## src/rtl/scan_chain_ctrl.sv

```systemverilog
// scan_chain_ctrl: drives one scan chain per test.
// Sequence: load a parallel pattern serially (MSB first), pulse one functional
// capture cycle, unload the response, then compare it against a masked
// expected vector.
//
// Optional feature macro: SCAN_CHAIN_CTRL_ERRCNT_EN
//   Adds err_cnt, the saturating count of masked mismatching bits, and
//   fail_sticky, the OR of fail since reset.
//
// Ports:
//   CP           clock, rising edge
//   CD           asynchronous active-low reset
//   start        test request, sampled when idle or in the done cycle
//   pat          pattern to load; bit k ends in chain flop k
//   exp          expected response
//   mask         compare enable per bit (1 = compare)
//   so           scan-out from the last chain flop
//   te           scan enable to the chain
//   ti           serial data into chain flop 0
//   busy         test in progress
//   done         one-cycle result-valid pulse
//   fail         masked mismatch of the last test
//   resp         captured response of the last test
//   err_cnt      (macro only) masked mismatching bit count, saturating at 255
//   fail_sticky  (macro only) OR of fail since reset
module scan_chain_ctrl #(
  parameter int unsigned CHAIN_LEN = 16,
  parameter int unsigned CNT_W     = 5
) (
  input  logic                 CP,
  input  logic                 CD,
  input  logic                 start,
  input  logic [CHAIN_LEN-1:0] pat,
  input  logic [CHAIN_LEN-1:0] exp,
  input  logic [CHAIN_LEN-1:0] mask,
  input  logic                 so,
  output logic                 te,
  output logic                 ti,
  output logic                 busy,
  output logic                 done,
  output logic                 fail,
`ifdef SCAN_CHAIN_CTRL_ERRCNT_EN
  output logic [7:0]           err_cnt,
  output logic                 fail_sticky,
`endif
  output logic [CHAIN_LEN-1:0] resp
);

  localparam logic [2:0] S_IDLE   = 3'd0;
  localparam logic [2:0] S_LOAD   = 3'd1;
  localparam logic [2:0] S_CAPT   = 3'd2;
  localparam logic [2:0] S_UNLOAD = 3'd3;
  localparam logic [2:0] S_DONE   = 3'd4;

  localparam logic [CNT_W-1:0] CNT_LAST = CNT_W'(CHAIN_LEN - 1);

  logic [2:0]           state_q, state_d;
  logic [CNT_W-1:0]     cnt_q, cnt_d;
  logic [CHAIN_LEN-1:0] pat_sh_q, pat_sh_d;
  logic [CHAIN_LEN-1:0] exp_sh_q, exp_sh_d;
  logic [CHAIN_LEN-1:0] mask_sh_q, mask_sh_d;
  logic [CHAIN_LEN-1:0] cap_q, cap_d;
  logic [CHAIN_LEN-1:0] resp_q, resp_d;
  logic                 te_q, te_d;
  logic                 ti_q, ti_d;
  logic                 busy_q, busy_d;
  logic                 done_q, done_d;
  logic                 fail_q, fail_d;

  // Response including the current so sample, and its masked mismatch bits.
  logic [CHAIN_LEN-1:0] resp_c;
  logic [CHAIN_LEN-1:0] miss_c;

`ifdef SCAN_CHAIN_CTRL_ERRCNT_EN
  logic [7:0] err_cnt_q, err_cnt_d;
  logic       sticky_q, sticky_d;
  logic [7:0] miss_cnt_c;

  // Saturating popcount of the masked mismatch vector.
  always_comb begin
    miss_cnt_c = 8'd0;
    for (int k = 0; k < int'(CHAIN_LEN); k++) begin
      if (miss_c[k] && (miss_cnt_c != 8'hFF)) begin
        miss_cnt_c = miss_cnt_c + 8'd1;
      end
    end
  end
`endif

  // State and datapath registers.
  always_ff @(posedge CP or negedge CD) begin
    if (!CD) begin
      state_q   <= S_IDLE;
      cnt_q     <= '0;
      pat_sh_q  <= '0;
      exp_sh_q  <= '0;
      mask_sh_q <= '0;
      cap_q     <= '0;
      resp_q    <= '0;
      te_q      <= 1'b0;
      ti_q      <= 1'b0;
      busy_q    <= 1'b0;
      done_q    <= 1'b0;
      fail_q    <= 1'b0;
`ifdef SCAN_CHAIN_CTRL_ERRCNT_EN
      err_cnt_q <= 8'd0;
      sticky_q  <= 1'b0;
`endif
    end else begin
      state_q   <= state_d;
      cnt_q     <= cnt_d;
      pat_sh_q  <= pat_sh_d;
      exp_sh_q  <= exp_sh_d;
      mask_sh_q <= mask_sh_d;
      cap_q     <= cap_d;
      resp_q    <= resp_d;
      te_q      <= te_d;
      ti_q      <= ti_d;
      busy_q    <= busy_d;
      done_q    <= done_d;
      fail_q    <= fail_d;
`ifdef SCAN_CHAIN_CTRL_ERRCNT_EN
      err_cnt_q <= err_cnt_d;
      sticky_q  <= sticky_d;
`endif
    end
  end

  // Next-state and registered-output logic. te/ti are computed for the
  // state being entered, so the chain sees them in the same cycle.
  always_comb begin
    state_d   = state_q;
    cnt_d     = cnt_q;
    pat_sh_d  = pat_sh_q;
    exp_sh_d  = exp_sh_q;
    mask_sh_d = mask_sh_q;
    cap_d     = cap_q;
    resp_d    = resp_q;
    te_d      = 1'b0;
    ti_d      = 1'b0;
    busy_d    = busy_q;
    done_d    = 1'b0;
    fail_d    = fail_q;
`ifdef SCAN_CHAIN_CTRL_ERRCNT_EN
    err_cnt_d = err_cnt_q;
    sticky_d  = sticky_q;
`endif

    // Older samples move up; the first sample ends in bit CHAIN_LEN-1.
    resp_c = CHAIN_LEN'({cap_q, so});
    miss_c = (resp_c ^ exp_sh_q) & mask_sh_q;

    case (state_q)
      // The done cycle also accepts start so that tests can run back to back.
      S_IDLE, S_DONE: begin
        state_d = S_IDLE;
        if (start) begin
          state_d   = S_LOAD;
          cnt_d     = '0;
          pat_sh_d  = pat;
          exp_sh_d  = exp;
          mask_sh_d = mask;
          busy_d    = 1'b1;
          te_d      = 1'b1;
          ti_d      = pat[CHAIN_LEN-1];
        end
      end

      S_LOAD: begin
        if (cnt_q == CNT_LAST) begin
          state_d = S_CAPT;
          cnt_d   = '0;
        end else begin
          cnt_d = cnt_q + CNT_W'(1);
          te_d  = 1'b1;
          // Present pattern bit CHAIN_LEN-1-cnt_d for the next shift.
          for (int k = 0; k < int'(CHAIN_LEN); k++) begin
            if ((32'(k) + 32'(cnt_q) + 32'd1) == 32'(CHAIN_LEN - 1)) begin
              ti_d = pat_sh_q[k];
            end
          end
        end
      end

      S_CAPT: begin
        state_d = S_UNLOAD;
        cnt_d   = '0;
        te_d    = 1'b1;
      end

      S_UNLOAD: begin
        cap_d = resp_c;
        if (cnt_q == CNT_LAST) begin
          state_d = S_DONE;
          cnt_d   = '0;
          busy_d  = 1'b0;
          done_d  = 1'b1;
          resp_d  = resp_c;
          fail_d  = |miss_c;
`ifdef SCAN_CHAIN_CTRL_ERRCNT_EN
          err_cnt_d = miss_cnt_c;
          sticky_d  = sticky_q | (|miss_c);
`endif
        end else begin
          cnt_d = cnt_q + CNT_W'(1);
          te_d  = 1'b1;
        end
      end

      default: begin
        state_d = S_IDLE;
        cnt_d   = '0;
        busy_d  = 1'b0;
      end
    endcase
  end

  assign te   = te_q;
  assign ti   = ti_q;
  assign busy = busy_q;
  assign done = done_q;
  assign fail = fail_q;
  assign resp = resp_q;
`ifdef SCAN_CHAIN_CTRL_ERRCNT_EN
  assign err_cnt     = err_cnt_q;
  assign fail_sticky = sticky_q;
`endif

endmodule
```

## config.mk

```make
export PLATFORM = sky130hd
export DESIGN_NAME = scan_chain_ctrl
export DESIGN_NICKNAME = d
export VERILOG_FILES = /design/src/rtl/scan_chain_ctrl.sv
export SDC_FILE = /design/constraint.sdc
export NUM_CORES = 1
export LEC_CHECK = 0
export CAP_MARGIN = 10
export CORE_ASPECT_RATIO = 0.9
export CORE_UTILIZATION = 57
export CTS_BUF_LIST = sky130_fd_sc_hd__clkbuf_4 sky130_fd_sc_hd__clkbuf_8 sky130_fd_sc_hd__clkbuf_16
export DETAILED_ROUTE_END_ITERATION = 10
export MAX_ROUTING_LAYER = met4
export PLACE_DENSITY = 0.85
export RECOVER_POWER = 100
export SYNTH_ARGS = -nofsm -noshare
export SYNTH_HDL_FRONTEND = slang
export SYNTH_SLANG_ARGS = --single-unit
export TNS_END_PERCENT = 50
```

## constraint.sdc

```tcl
create_clock -name CP -period 3.9 [get_ports CP]
set_input_delay 0.78 -clock CP [delete_from_list [all_inputs] [get_ports CP]]
set_output_delay 0.78 -clock CP [all_outputs]
set_load 0.02 [all_outputs]
```

# Yosys cells after proc, flatten, opt, wreduce, memory -nomap -nowiden
# Index checks and enable logic that the tools add are counted.
# totals
reg_bits,92
# classes
n_reduce_logical,9
n_eq_ne,24
n_bitwise,3
addsub,31
n_mux,34
# ops
op,count
$add 6x1->7 const B,15
$eq 7x4->1 const B,15
$add 4x5->6 const A,8
$eq 32x4->1 const B,1
$mux 1,25
$add 3x5->6 const A,4
$and 16x16->16,1
$reduce_or 16->1,1
$xor 16x16->16,1
$add 2x5->6 const A,2
$pmux 3 s4,1
$mux 5,2
$pmux 5 s2,1
$add 1x5->6 const A,1
$eq 3x2->1 const B,2
$mux 3,2
$ne 2x2->1 const B,3
$pmux 1 s3,2
$reduce_and 2->1,3
$reduce_or 2->1,3
$add 5x1->5 const B,1
$eq 5x4->1 const B,1
$eq 3x1->1 const B,1
$eq 3x3->1 const B,1
other kinds (4),4

# Depth between registers and ports, before layout
# Gate-level depths: netlist (run 1).
# logic_depth
ltp_word,20
depth_mapped,11

# Worst setup path before layout (run 1)
# Ideal clock, no wire load.
# synth_timing
kind,register -> register
from,register cnt_q[1]
to,register resp_q[7] (netlist: resp[7])
arrival_time_ps,2333
setup_time_ps,65
t_required_ps,3835
slack_ps,1502
stages_incl_launch_ff,12
path_cell_list,dfrtp_1 > ha_1 > clkbuf_1 > clkbuf_1 > nand3_1 > inv_1 > ha_1 > nand3_1 > inv_2 > buf_1 > nand2_1 > nand2_1
# synth_between
elab_chain_cells,2
# synth_rtl
item,line,source
from (decl),58,"logic [CNT_W-1:0] cnt_q, cnt_d;"
from (signal assigned),111,cnt_q <= cnt_d;
$eq 5x4->1,193,if (cnt_q == CNT_LAST) begin
$reduce_and 2->1 (no line),-,
to (signal assigned),116,resp_q <= resp_d;
to (decl),63,"logic [CHAIN_LEN-1:0] resp_q, resp_d;"
# No other way between the ends.
# A chain may end at the register's enable or synchronous reset.

# Final worst setup path (run 1)
# layout_timing
from,register cnt_q[0]
to,register fail_q (netlist: fail)
# layout_between
elab_chain_cells,2
# layout_rtl
item,line,source
$eq 5x4->1,193,
$reduce_and 2->1 (no line),-,
to (signal assigned),121,fail_q <= fail_d;
to (decl),68,"logic fail_q, fail_d;"
# No other way between the ends.

==> results of run 1 <==
==> through the flow <==
step / worst slack (ns) / power, W / util (%)
2_1_floorplan: 1.50 / 0.00284 / -
3_3_place_gp: 1.27 / 0.00327 / 71.5
3_5_place_dp: 1.23 / 0.00336 / 71.5
4_1_cts: 1.32 / 0.00403 / 74.2
5_1_grt: 0.693 / 0.00425 / 74.0
6_report: 0.942 / 0.00400 / 74.0
==> state kept, by name (all words and copies together) (netlist names) <==
| signal | flops |
|---|---|
| busy | 1 |
| cap_q | 15 |
| cnt_q | 5 |
| done | 1 |
| exp_sh_q | 16 |
| fail | 1 |
| mask_sh_q | 16 |
| pat_sh_q | 15 |
| resp | 16 |
| state_q | 3 |
| te | 1 |
| ti | 1 |
==> power by group through the flow <==
stage | Sequential, W | Clock (W) | Combinational (W)
after floorplan | 0.00166 | 0 | 0.00118
after global placement | 0.00172 | 0 | 0.00155
after detailed placement | 0.00175 | 0 | 0.00161
after CTS | 0.00174 | 0.000648 | 0.00164
after global routing | 0.00179 | 0.000688 | 0.00177
final | 0.00174 | 0.000633 | 0.00162
==> placed cells by master, fill, tap and decap left out, types with 4 or more instances in the layout <==
cell | synthesis | routed
dfrtp_1 | 91 | 91
dlygate4sd3_1 | 0 | 22
nand3_1 | 4 | 4
xor2_1 | 19 | 19
clkdlybuf4s50_1 | 0 | 49
ha_1 | 11 | 11
o21ai_0 | 12 | 12
o31ai_1 | 4 | 4
nand4_1 | 5 | 5
clkbuf_8 | 0 | 9
nor3_1 | 5 | 5
nand2_1 | 63 | 63
nor2_1 | 7 | 7
a22oi_1 | 8 | 8
inv_1 | 12 | 12
nor2b_1 | 4 | 4
a21oi_1 | 7 | 7
nand2b_1 | 4 | 4
mux2_2 | 61 | 61
==> critical path, cell delays in order (launching register included) <==
cell	delay (ns)
dfrtp_1	0.52
ha_1	0.47
nand3_1	0.20
inv_1	0.06
ha_1	0.22
nand3_1	0.10
clkbuf_1	0.63
inv_2	0.33
o21ai_0	0.24
nand2_1	0.08
==> routing by layer <==
metal	track usage (%)	vias up	share of wire [%]
met1	39.2	1535	47
li1	-	1472	-
met3	4.62	13	4.8
met5	-	-	0
met4	8.81	0	1.5
met2	40.5	101	47
==> kinds of logic after synthesis <==
logic type	Yosys count	share of synthesized area, %
buf+inv	31	2.89
compound gates	56	9.45
simple gates	104	11.3
mux	62	16.1
xor+xnor	22	4.45
fa+ha+maj	11	3.18
flops	91	52.6
==> path summary, 6_finish.rpt <==
check | to | start
worst max-delay path | fail$_DFFE_PN0P_ | cnt_q[0]$_DFFE_PN0N_
worst min-delay path | resp[13]$_DFFE_PN0P_ | resp[13]$_DFFE_PN0P_
worst max register to register | fail$_DFFE_PN0P_ | cnt_q[0]$_DFFE_PN0N_
worst min register to register | resp[13]$_DFFE_PN0P_ | resp[13]$_DFFE_PN0P_
max in group asynchronous | pat_sh_q[1]$_DFFE_PN0P_ | CD
min in group asynchronous | pat_sh_q[3]$_DFFE_PN0P_ | CD
==> cell type report <==
type	count	area, um^2
Clock buffer	10	131
Clock inverter	6	65.1
Fill cell	499	1870
Inverter	13	48.8
Multi-Input combinational cell	255	1930
Sequential cell	91	2280
Tap cell	93	116
Timing Repair Buffer	78	749
==> flow_summary.yaml, run 1 <==
run_status:
  status: "finished with violations"
  violations: "max-capacitance violations, max-slew violations"
final_layout:
  antenna_cells: 0
  layout-drive-gt1-share_pct: 18.8
  final_cells: 546
  fin_area_um2: 5320
  area_growth_pct: 22.8
  layout.nets: 511
timing:
  slew_headroom_pct: -15.9
  clock.fmax_mhz: 338
  period_needed_ns: 2.96
  hold_viol_final: 0
  tightest_slew_ns: 1.74
  finalSetupViolCount: 0
  finalClockSkew_ns: 0.0111
  rsz0062_at_grt: "no"
  maxSlewViolCount: 33
  fin_crit_sh_pct: 75.9
  holdWs_ns: 0.479
  setup-tns-final_ns: 0
route:
  drt-initial-drc-count: 194
  finalWirelength_um: 9620
  ant_nets: 0
  vias: 3121
  dr.pass1.iters: 5
  drc: 0
  wl_per_cell_um: 17.6
  viasPerCell: 5.72
cts:
  cts_hold_buf: 0
  cts_sinks: 91
  cts_resized: 0
  cts_tree: "yes"
  htree_num_levels: 3
  cts_buffers: 9
  cts_max_path_buffers: 2
  cts_setup_buffers: 0
  cts_root_buf: "clkbuf_8"
  insertion_delay_ns: 0.36
  cts.clk_slew.worst_paths_ns: 0.09
synthesis:
  ys_ff_latch: 91
  ys_warn_count: 0
  ys_top_cells_by_count: "dfrtp_1, nand2_1, mux2_2"
  synth_fp_nets: 440
  yosys.area.top_type: "dfrtp_1"
  synth-edff-count: 0
  synthMostInstantiatedCell: "dfrtp_1"
  netlist_area_um2: 4330
  synth_cells: 377
  ys_top_cells_by_area: "dfrtp_1, mux2_2, nand2_1"
  async_flop_share_pct: 100
  avgSynthCellArea_um2: 11.5
  ys_seq_area_share_pct: 52.6
  synth_top_area_share_pct: 52.6
  synth_cell_type_count: 50
  dominantRegCellSynth: "dfrtp_1"
worst_setup_path:
  worstSetupEndpointType: "register"
  cp.arrival_ns: 3.20
  cp_data_required_time_ns: 4.14
  worst-path-max-fanout: 19
  rr_worst_depth: 9
  path_class: "reg2reg"
  rrSetupSlack_ns: 0.94
  worstSetupStartpointType: "register"
place:
  gp_congestion: 0.929
  place.port_buffers: 72
  dp_cells: 530
  dpl-instance-area_um2: 5140
  post-dp-hpwl_um: 6940
die:
  io_pins: 73
  coreArea_um2: 7180
  die_width_um: 93.9
  rows: 29
  dieArea_um2: 7950
  dieHeight_um: 84.7
  initial_utilization_pct: 60.3
pwr:
  p_int_w: 0.00249
  switching_share_pct: 37.6
  p_leak_nw: 2.30
  ir_worst_vdd_mv: 0.394
  clkPwrFrac_pct: 15.8
  powerDensity_nw_per_um2: 752
  power.switching_w: 0.00150
  p_seq_share_pct: 43.6
  pwr-share-comb_pct: 40.6
grt:
  first_global_vias: 3089
  grt_use_total_pct: 27.6
  antenna_found_initial: 0
  grt_pass1_wl_um: 15900
  grt_max_degree: 41
  overflow: 0
hold_path:
  worstHoldPathType: "reg2reg"
  hold_depth: 2
job:
  drv_cap: 1
Note: power is estimated with default switching activity, not from simulation.
==> inputs of run 2 (changes only) <==
CORE_UTILIZATION = 48   (was 57)
PLACE_DENSITY = 0.76   (was 0.85)
clock period = 2.4 ns   (was 3.9 ns; I/O delays follow)
==> run 2 against run 1 <==
  * The run still ends with max-capacitance violations, max-slew violations left
  * Die area up 18%
  * Combinational power up 67%
  * Sequential share of layout area down 0.50 points
  * Largest cell class unchanged
  * Highest routed layer unchanged
==> flow_summary.yaml, run 2 (synthesized netlist as in run 1, its figures left out) <==
run_status:
  status: "finished with violations"
  violations: "max-capacitance violations, max-slew violations"
worst_setup_path:
  worstSetupEndpointType: "register"
  worstSetupStartpointType: "register"
  rr_worst_depth: 8
  rrSetupSlack_ns: 0.13
  regToRegStartpoint: "cnt_q[2]$_DFFE_PN0N_"
  startpoint: "cnt_q[2]$_DFFE_PN0N_"
  path_class: "reg2reg"
  cp.arrival_ns: 2.54
  cp_data_required_time_ns: 2.68
  worst-path-max-fanout: 6
grt:
  antenna_found_initial: 0
  first_global_vias: 3084
  grt_pass1_wl_um: 15400
  grt_use_total_pct: 22.1
  grt_max_degree: 60
  overflow: 0
final_layout:
  antenna_cells: 0
  final_cell_mix: "dfrtp_1, nand2_1, mux2_2"
  fin_util_pct: 62.2
  layout.nets: 514
  multi_input_area_um2: 1930
  layout-drive-gt1-share_pct: 20.0
  area_growth_pct: 24.3
  regArea_um2: 2280
  fillers: 706
  final_common_cell: "dfrtp_1"
die:
  coreArea_um2: 8650
  dieHeight_um: 92.1
  dieArea_um2: 9400
  io_pins: 73
  die_width_um: 102
  rows: 32
  initial_utilization_pct: 50.1
timing:
  slew_headroom_pct: -19.8
  period_needed_ns: 2.27
  rsz0062_at_grt: "no"
  tightest_slew_ns: 1.80
  finalSetupViolCount: 0
  fin_crit_sh_pct: 94.4
  hold_viol_final: 0
  maxSlewViolCount: 33
  finalClockSkew_ns: 0.0108
  setup-tns-final_ns: 0
  clock.fmax_mhz: 441
route:
  ant_nets: 0
  drc: 0
  drt-initial-drc-count: 186
  viasPerCell: 5.39
  vias: 3101
  wl_per_cell_um: 16.4
  dr.pass1.iters: 4
  finalWirelength_um: 9410
cts:
  cts_buffers: 9
  cts_root_buf: "clkbuf_8"
  cts_sinks: 91
  cts_hold_buf: 0
  cts_max_path_buffers: 2
  cts_tree: "yes"
  cts.clk_slew.worst_paths_ns: 0.10
  htree_num_levels: 3
  insertion_delay_ns: 0.36
hold_path:
  hold_depth: 2
  worstHoldPathType: "reg2reg"
  worstHoldStart: "resp[12]$_DFFE_PN0P_"
pwr:
  ir_worst_vdd_mv: 0.507
  p_leak_nw: 2.32
  powerDensity_nw_per_um2: 1200
place:
  place.port_buffers: 72
  gp_congestion: 0.906
  post-dp-hpwl_um: 6920
job:
  drv_cap: 1
-- run 2: cell count changes in the layout (fill, tap and decap cells not counted), sizes merged --
cell / before / now
inv: 14 / 16
buf: 3 / 7
clkinvlp: 1 / 2
clkinv: 3 / 2
bufinv: 1 / 0
clkbuf: 14 / 12
-- run 2: final timing paths --
check	endpoint
min in group asynchronous	resp[11]$_DFFE_PN0P_
setup / recovery	ti$_DFF_PN0_
hold / removal	resp[12]$_DFFE_PN0P_
hold reg to reg	resp[12]$_DFFE_PN0P_
max in group asynchronous	cnt_q[0]$_DFFE_PN0N_
setup reg to reg	ti$_DFF_PN0_
-- run 2: cell type report --
type	instances	share of cell area, %
multi-input cells	255	35.9
flip-flops and latches	91	42.3
clock inverters	7	1.12
clock buffers	9	2.30
well taps	119	2.77
inverters	13	0.907
repair buffers	81	14.7
-- run 2: stage by stage --
stage | instances | cell area [um^2] | total power, W | hold slack [ns] | setup WS (ns)
after floorplan | 377 | 4330 | 0.00461 | 0.184 | 0.00188
after global placement | 559 | 5200 | 0.00539 | 0.449 | 0.149
after detailed placement | 559 | 5200 | 0.00549 | 0.447 | 0.0384
after CTS | 575 | 5390 | 0.00648 | 0.0452 | 0.167
after global routing | 575 | 5380 | 0.00688 | 0.509 | 0.00271
final | 575 | 5380 | 0.00645 | 0.474 | 0.134
-- run 2: metal layers --
layer / global-route usage, % / vias up / part of all wire [%]
li1: - / 1482 / -
met1: 33.1 / 1530 / 51
met2: 30.5 / 87 / 44
met3: 4.42 / 2 / 4.0
met4: 5.24 / 0 / 0.40
met5: - / - / 0
-- run 2: power by group --
part | switching (W) | internal, W | leakage [nW]
logic | 0.00133 | 0.00138 | 1.16
registers | 0.000556 | 0.00221 | 1.07
clock network | 0.000576 | 0.000394 | 0.0897
total | 0.00247 | 0.00398 | 2.32
-- run 2: repair_timing --
action,4_1_cts,5_1_grt
setup endpoints to repair,0,1
resized for setup,0,1
buffers inserted,0,0
-- run 2: worst max-delay path: stages (launching register included) --
cell and delay (ns):
dfrtp_1 0.39, inv_1 0.20, ha_1 0.29, nand2b_1 0.21, nor4_1 0.39, nor2_1 0.11
a311oi_1 0.29, o21ai_0 0.14, a31oi_1 0.15
==> inputs of run 3 (changes only) <==
CTS_CLUSTER_DIAMETER = 200   (was not set)
==> results of run 3 <==
Same layout as run 2: the final DEF is identical, and so are final timing and power.
